File: src/rtl/pmem_arbiter.sv
// pmem_arbiter: shares the single physical-memory port between the I-cache
// (read only) and the D-cache (read/write). One transaction is in flight at a
// time. D-side requests win arbitration, but after STARVE_MAX consecutive D
// grants while I is waiting, I is granted once so fetch keeps making progress.
//
// Optional feature macro: PMEM_ARB_PERF_EN
//   defined   : perf_i_wait / perf_d_wait count requester wait cycles
//               (saturating at 16'hFFFF, cleared only by reset)
//   undefined : both perf outputs are tied to 0 and no counters are built
//
// state    | meaning
// ---------+--------------------------------------------------------------
// IDLE     | no transaction; arbitrate among pending requests
// SERVE_I  | I-cache line read in flight on pmem
// SERVE_D  | D-cache line read or write in flight on pmem

module pmem_arbiter #(
  parameter int ADDR_W     = 16,
  parameter int LINE_W     = 128,
  parameter int STARVE_MAX = 4
) (
  input  logic              clk,
  input  logic              reset_n,

  input  logic              i_read,
  input  logic [ADDR_W-1:0] i_address,
  output logic [LINE_W-1:0] i_rdata,
  output logic              i_resp,

  input  logic              d_read,
  input  logic              d_write,
  input  logic [ADDR_W-1:0] d_address,
  input  logic [LINE_W-1:0] d_wdata,
  output logic [LINE_W-1:0] d_rdata,
  output logic              d_resp,

  output logic              pmem_read,
  output logic              pmem_write,
  output logic [ADDR_W-1:0] pmem_address,
  output logic [LINE_W-1:0] pmem_wdata,
  input  logic [LINE_W-1:0] pmem_rdata,
  input  logic              pmem_resp,

  output logic              busy,
  output logic [15:0]       perf_i_wait,
  output logic [15:0]       perf_d_wait
);

  localparam int STARVE_W = 4;
  localparam logic [STARVE_W-1:0] STARVE_LIM = STARVE_W'(STARVE_MAX);

  typedef enum logic [1:0] {
    ST_IDLE    = 2'd0,
    ST_SERVE_I = 2'd1,
    ST_SERVE_D = 2'd2
  } state_t;

  state_t state_q, state_d;

  logic                grant_i, grant_d;
  logic                d_pend;

  logic                pmem_read_q,    pmem_read_d;
  logic                pmem_write_q,   pmem_write_d;
  logic [ADDR_W-1:0]   pmem_address_q, pmem_address_d;
  logic [LINE_W-1:0]   pmem_wdata_q,   pmem_wdata_d;
  logic [STARVE_W-1:0] starve_q,       starve_d;

  assign d_pend = d_read | d_write;

  // State register
  always_ff @(posedge clk or negedge reset_n) begin
    if (!reset_n) begin
      state_q <= ST_IDLE;
    end else begin
      state_q <= state_d;
    end
  end

  // Next-state logic: arbitrate in IDLE, return to IDLE on memory completion
  always_comb begin
    state_d = state_q;
    grant_i = 1'b0;
    grant_d = 1'b0;
    unique case (state_q)
      ST_IDLE: begin
        if (d_pend && (!i_read || (starve_q < STARVE_LIM))) begin
          state_d = ST_SERVE_D;
          grant_d = 1'b1;
        end else if (i_read) begin
          state_d = ST_SERVE_I;
          grant_i = 1'b1;
        end
      end
      ST_SERVE_I, ST_SERVE_D: begin
        if (pmem_resp) begin
          state_d = ST_IDLE;
        end
      end
      default: state_d = ST_IDLE;
    endcase
  end

  // Outputs: completion pulses gated by the owning state, read data passed through
  always_comb begin
    i_resp  = 1'b0;
    d_resp  = 1'b0;
    busy    = (state_q != ST_IDLE);
    i_rdata = pmem_rdata;
    d_rdata = pmem_rdata;
    if (state_q == ST_SERVE_I) begin
      i_resp = pmem_resp;
    end
    if (state_q == ST_SERVE_D) begin
      d_resp = pmem_resp;
    end
  end

  // Next values of the pmem request registers and the starvation counter.
  // A simultaneous d_read/d_write is issued as a write.
  always_comb begin
    pmem_read_d    = pmem_read_q;
    pmem_write_d   = pmem_write_q;
    pmem_address_d = pmem_address_q;
    pmem_wdata_d   = pmem_wdata_q;
    starve_d       = starve_q;
    if (grant_d) begin
      pmem_read_d    = ~d_write;
      pmem_write_d   = d_write;
      pmem_address_d = d_address;
      pmem_wdata_d   = d_wdata;
      starve_d       = i_read ? (starve_q + 1'b1) : '0;
    end else if (grant_i) begin
      pmem_read_d    = 1'b1;
      pmem_write_d   = 1'b0;
      pmem_address_d = i_address;
      starve_d       = '0;
    end else if ((state_q != ST_IDLE) && pmem_resp) begin
      pmem_read_d    = 1'b0;
      pmem_write_d   = 1'b0;
    end
  end

  // pmem request registers and starvation counter
  always_ff @(posedge clk or negedge reset_n) begin
    if (!reset_n) begin
      pmem_read_q    <= 1'b0;
      pmem_write_q   <= 1'b0;
      pmem_address_q <= '0;
      pmem_wdata_q   <= '0;
      starve_q       <= '0;
    end else begin
      pmem_read_q    <= pmem_read_d;
      pmem_write_q   <= pmem_write_d;
      pmem_address_q <= pmem_address_d;
      pmem_wdata_q   <= pmem_wdata_d;
      starve_q       <= starve_d;
    end
  end

  assign pmem_read    = pmem_read_q;
  assign pmem_write   = pmem_write_q;
  assign pmem_address = pmem_address_q;
  assign pmem_wdata   = pmem_wdata_q;

`ifdef PMEM_ARB_PERF_EN
  // A requester is waiting when it asks but is neither owning the port nor
  // being granted on this edge.
  logic        i_wait, d_wait;
  logic [15:0] perf_i_q, perf_i_d;
  logic [15:0] perf_d_q, perf_d_d;

  assign i_wait = i_read && (state_q != ST_SERVE_I) && !grant_i;
  assign d_wait = d_pend && (state_q != ST_SERVE_D) && !grant_d;

  // Saturating wait-cycle counters
  always_comb begin
    perf_i_d = perf_i_q;
    perf_d_d = perf_d_q;
    if (i_wait && (perf_i_q != 16'hFFFF)) begin
      perf_i_d = perf_i_q + 16'd1;
    end
    if (d_wait && (perf_d_q != 16'hFFFF)) begin
      perf_d_d = perf_d_q + 16'd1;
    end
  end

  // Wait-cycle counter registers
  always_ff @(posedge clk or negedge reset_n) begin
    if (!reset_n) begin
      perf_i_q <= '0;
      perf_d_q <= '0;
    end else begin
      perf_i_q <= perf_i_d;
      perf_d_q <= perf_d_d;
    end
  end

  assign perf_i_wait = perf_i_q;
  assign perf_d_wait = perf_d_q;
`else
  assign perf_i_wait = 16'd0;
  assign perf_d_wait = 16'd0;
`endif

endmodule

File: config.mk
export PLATFORM = sky130hd
export DESIGN_NAME = pmem_arbiter
export DESIGN_NICKNAME = d
export VERILOG_FILES = /design/src/rtl/pmem_arbiter.sv
export SDC_FILE = /design/constraint.sdc
export NUM_CORES = 1
export LEC_CHECK = 0
export ABC_AREA = 1
export CORE_AREA = 3 3 280 282
export DETAILED_ROUTE_END_ITERATION = 6
export DIE_AREA = 0 0 283 285
export SLEW_MARGIN = 20
export SYNTH_ARGS = -nofsm -noshare
export SYNTH_HDL_FRONTEND = slang
export SYNTH_SLANG_ARGS = --single-unit
export TNS_END_PERCENT = 10
File: constraint.sdc
create_clock -name clk -period 1.61 [get_ports clk]
set_input_delay 0.322 -clock clk [delete_from_list [all_inputs] [get_ports clk]]
set_output_delay 0.322 -clock clk [all_outputs]
set_load 0.02 [all_outputs]
==> summary.log <==
qor: setup_path.timing.critical_path.from_type flop
qor: yosys.synth_area_leaders sky130_fd_sc_hd__dfrtp_1 45%, sky130_fd_sc_hd__buf_4 27%, sky130_fd_sc_hd__nand2_1 20%, sky130_fd_sc_hd__inv_1 1.9%, sky130_fd_sc_hd__nand4_1 1.3%
qor: yosys.yosys.area.top_type_share 0.455
qor: setup_path.cpPeakStageDelay 0.39 ns
qor: timing.setup-violations-final 4
qor: timing.rsz0062_at_grt true
qor: floorplanning.die_height 285 um
qor: outcome.failed_checks negative setup slack
qor: cells_and_area.finalNonFillerCells 2,148
qor: floorplanning.core_area 75,900 sq um
qor: timing.timing.final.crit_share 1.06
qor: yosys.yosysWarningCount 0
qor: cells_and_area.area_delta_synth_final 38.7%
qor: grt.via_count_of_the_first_global_routing_pass 6,525
qor: floorplanning.effective_utilization_at_floorplan 0.110
qor: floorplanning.ioPinCount 731
qor: yosys.mappedNetlistArea 8360 sq um
qor: timing.maxClockFrequency 0.586 GHz
qor: grt.overflow 0
qor: yosys.ys_top_cells_by_count 446 x sky130_fd_sc_hd__nand2_1, 298 x sky130_fd_sc_hd__buf_4, 152 x sky130_fd_sc_hd__dfrtp_1
qor: timing.timing.clock.skew 0.00653 ns
qor: run.timing.max_cap.violations 0
qor: cts.tritoncts yes
qor: timing.hold-worst-slack 0.264 ns
qor: placed_design.port_buffers 314
qor: detailed_routing.final_antenna_net_count 0
qor: timing.layout_setup_ws -0.0974 ns
qor: detailed_routing.first_pass_iters 4
qor: floorplanning.die-area 80,700 sq um
qor: grt.grt_max_degree 54
qor: yosys.yosys_register_bits 152
qor: cts.clock-sinks 152
qor: timing.timing.final.crit_period 1.71 ns
qor: yosys.synth_cells 1,020
qor: cells_and_area.fraction_of_final_layout_cells_with_drive_strength_greater_than_1 0.0931
qor: outcome.status finished, violations left
qor: cts.clk_path_buf_depth 2
qor: setup_path.path_max_fanout 2
qor: setup_path.cp_top_family flip-flops
qor: detailed_routing.routed_wirelength 32,600 um
qor: detailed_routing.routed_wire_length_per_instance 15.2 um
qor: setup_path.critPathCaptureType output port
qor: cells_and_area.final_core_utilization 0.153
qor: cells_and_area.area_taken_by_flip_flops_and_latches 3800 sq um
qor: yosys.synth_edf_count 0
qor: grt.antenna_found_initial 3
qor: yosys.synth_flop_cell sky130_fd_sc_hd__dfrtp_1
qor: setup_path.crit_buf_inv 3
qor: floorplanning.rows 101
qor: cells_and_area.layout.filler_cells 8,616
qor: placed_design.dp.final_hpwl 24,800 um
qor: placed_design.numPlacedInstances 2,109
qor: yosys.avgSynthCellArea 8.20 sq um
qor: detailed_routing.via_count 6,307
qor: cts.cts_buffers 17
qor: worst_hold_path.worstHoldPathType in -> async
qor: power_and_ir_drop.p_per_area 1910 nW/um^2
qor: setup_path.cell_breakdown_of_the_critical_path buf_4 > ha_4 > nand2_2 > inv_2 > buf_12
qor: grt.groute.usage.overall 0.0787
qor: setup_path.critical_path_required 1.29 ns
qor: timing.final_max_slew_viol_count 0
qor: grt.grt_first_pass_wirelength 45,300 um
qor: cells_and_area.finish.net_count 1,403
qor: power_and_ir_drop.leakage 5.72 nW
qor: cells_and_area.multi_input_area 2180 sq um
qor: timing.report.final.hold_viol_count 0
qor: floorplanning.fp.dieW 283 um
qor: setup_path.worst-endpoint-arrival 1.39 ns
qor: detailed_routing.initialDrtViolationCount 228
qor: yosys.netlist.top_cell.by_area sky130_fd_sc_hd__dfrtp_1
qor: cts.cts_root_buffer sky130_fd_sc_hd__clkbuf_16
qor: setup_path.crit_path_top_delay_cell sky130_fd_sc_hd__dfrtp_1
qor: setup_path.worst-setup-path-type reg -> out
qor: yosys.asr_flop_ratio_synth 1.00
qor: power_and_ir_drop.ir_worst_vdd 0.769 mV
qor: yosys.synth.most_common_cell sky130_fd_sc_hd__nand2_1
qor: yosys.ys_seq_area_frac 0.455
qor: detailed_routing.vias_per_cell 2.94
qor: yosys.netlist-cell-type-count 19
qor: cts.clk-insertion-delay-late 0.47 ns
qor: placed_design.rd_place_congestion 0.746
qor: cts.cts.reportedPaths.clkPinSlew 0.07 ns
qor: cts.htree_num_levels 4
qor: detailed_routing.post-route-drc-count 0
-- state kept, by name, summed over array words and instances, names as in the netlist --
register,count
state_q,2
starve_q,4
pmem_wdata,128
pmem_read,1
pmem_write,1
pmem_address,16
-- final cells by class --
type	instances	share of cell area
Sequential cell	152	0.328
Timing Repair Buffer	359	0.307
Multi-Input combinational cell	530	0.188
Tap cell	1030	0.111
Clock buffer	20	0.0402
Inverter	45	0.0156
Clock inverter	11	0.0105
Antenna cell	1	0.000216
-- per-stage QoR --
step	setup WS [ns]	TNS, ns	power, mW	area (sq um)
global placement	-0.346	-40.33	18.9	11000
finish	-0.0974	-0.202	22.2	11600
detailed placement	-0.334	-40.33	19.0	11000
floorplan	0.0659	0	13.5	8480
CTS	-0.202	-1.11	22.3	11400
global route	-0.201	-6.91	24.0	11600
-- worst register-to-register path, delay by kind of cell, from the launching register on --
family | cells | cell delay (ns)
buf+inv | 4 | 0.60
simple gates | 3 | 0.31
flops | 1 | 0.40
fa+ha+maj | 1 | 0.19
-- path summary, 6_finish.rpt --
kind                                            start                     endpoint  slack (ns)  cells past startpoint
setup / recovery               state_q[0]$_DFFE_PN0P_                       i_resp        -0.1                      5
setup reg to reg               state_q[1]$_DFFE_PN0P_  pmem_wdata[116]$_DFFE_PN0N_           0                      8
hold / removal                                reset_n   pmem_wdata[83]$_DFFE_PN0N_        0.26                      2
hold reg to reg            pmem_wdata[22]$_DFFE_PN0N_   pmem_wdata[22]$_DFFE_PN0N_        0.47                      2
max in group asynchronous                     reset_n  pmem_wdata[116]$_DFFE_PN0N_        0.77                      3
min in group clk                          d_wdata[79]   pmem_wdata[79]$_DFFE_PN0N_        0.39                      3
-- report_power, final --
part,leakage (nW),internal (mW),switching [mW]
Sequential,1.86,5.70,0.963
Combinational,3.57,4.39,6.88
Clock,0.288,2.40,1.85
Total,5.72,12.5,9.70
-- logic make-up (layout without fill, tap and decap cells) --
group	Yosys count	after routing	synth area share
fa+ha+maj	4	4	0.00598
simple gates	486	486	0.227
buf+inv	369	435	0.303
other cells	1	33	0.000448
compound gates	8	8	0.00823
flops	152	152	0.455
-- repair_timing --
| item | 4_1_cts | 5_1_grt |
|---|---|---|
| hold endpoints to repair | 152 | 0 |
| resized for setup | 153 | 22 |
| endpoints found under the setup margin | 177 | 117 |
| setup buffers | 0 | 3 |
| cloned | 0 | 3 |
| hold buffers | 1 | 0 |
-- layer usage --
metal  track usage  part of all wire  vias to the layer above
li1              -                 -                     2924
met1        0.0811              0.37                     2786
met2         0.119              0.45                      460
met3        0.0442              0.12                      135
met4        0.0581             0.062                        2
met5       0.00595            0.0022                        -
-- placed cells by master, fill, tap and decap left out, types with 17 or more instances in the layout --
master                            synthesis  routed
sky130_fd_sc_hd__dlygate4sd2_1            0     133
sky130_fd_sc_hd__nand3_1                 20      20
sky130_fd_sc_hd__clkbuf_16                0      20
sky130_fd_sc_hd__dfrtp_1                152     152
sky130_fd_sc_hd__buf_4                  298      31
sky130_fd_sc_hd__nand2_1                446     444
sky130_fd_sc_hd__nand4_1                 17      17
sky130_fd_sc_hd__clkdlybuf4s50_1          0     164
sky130_fd_sc_hd__conb_1                   1      32
sky130_fd_sc_hd__inv_1                   42      37
Power figures use the tool's default switching activity.
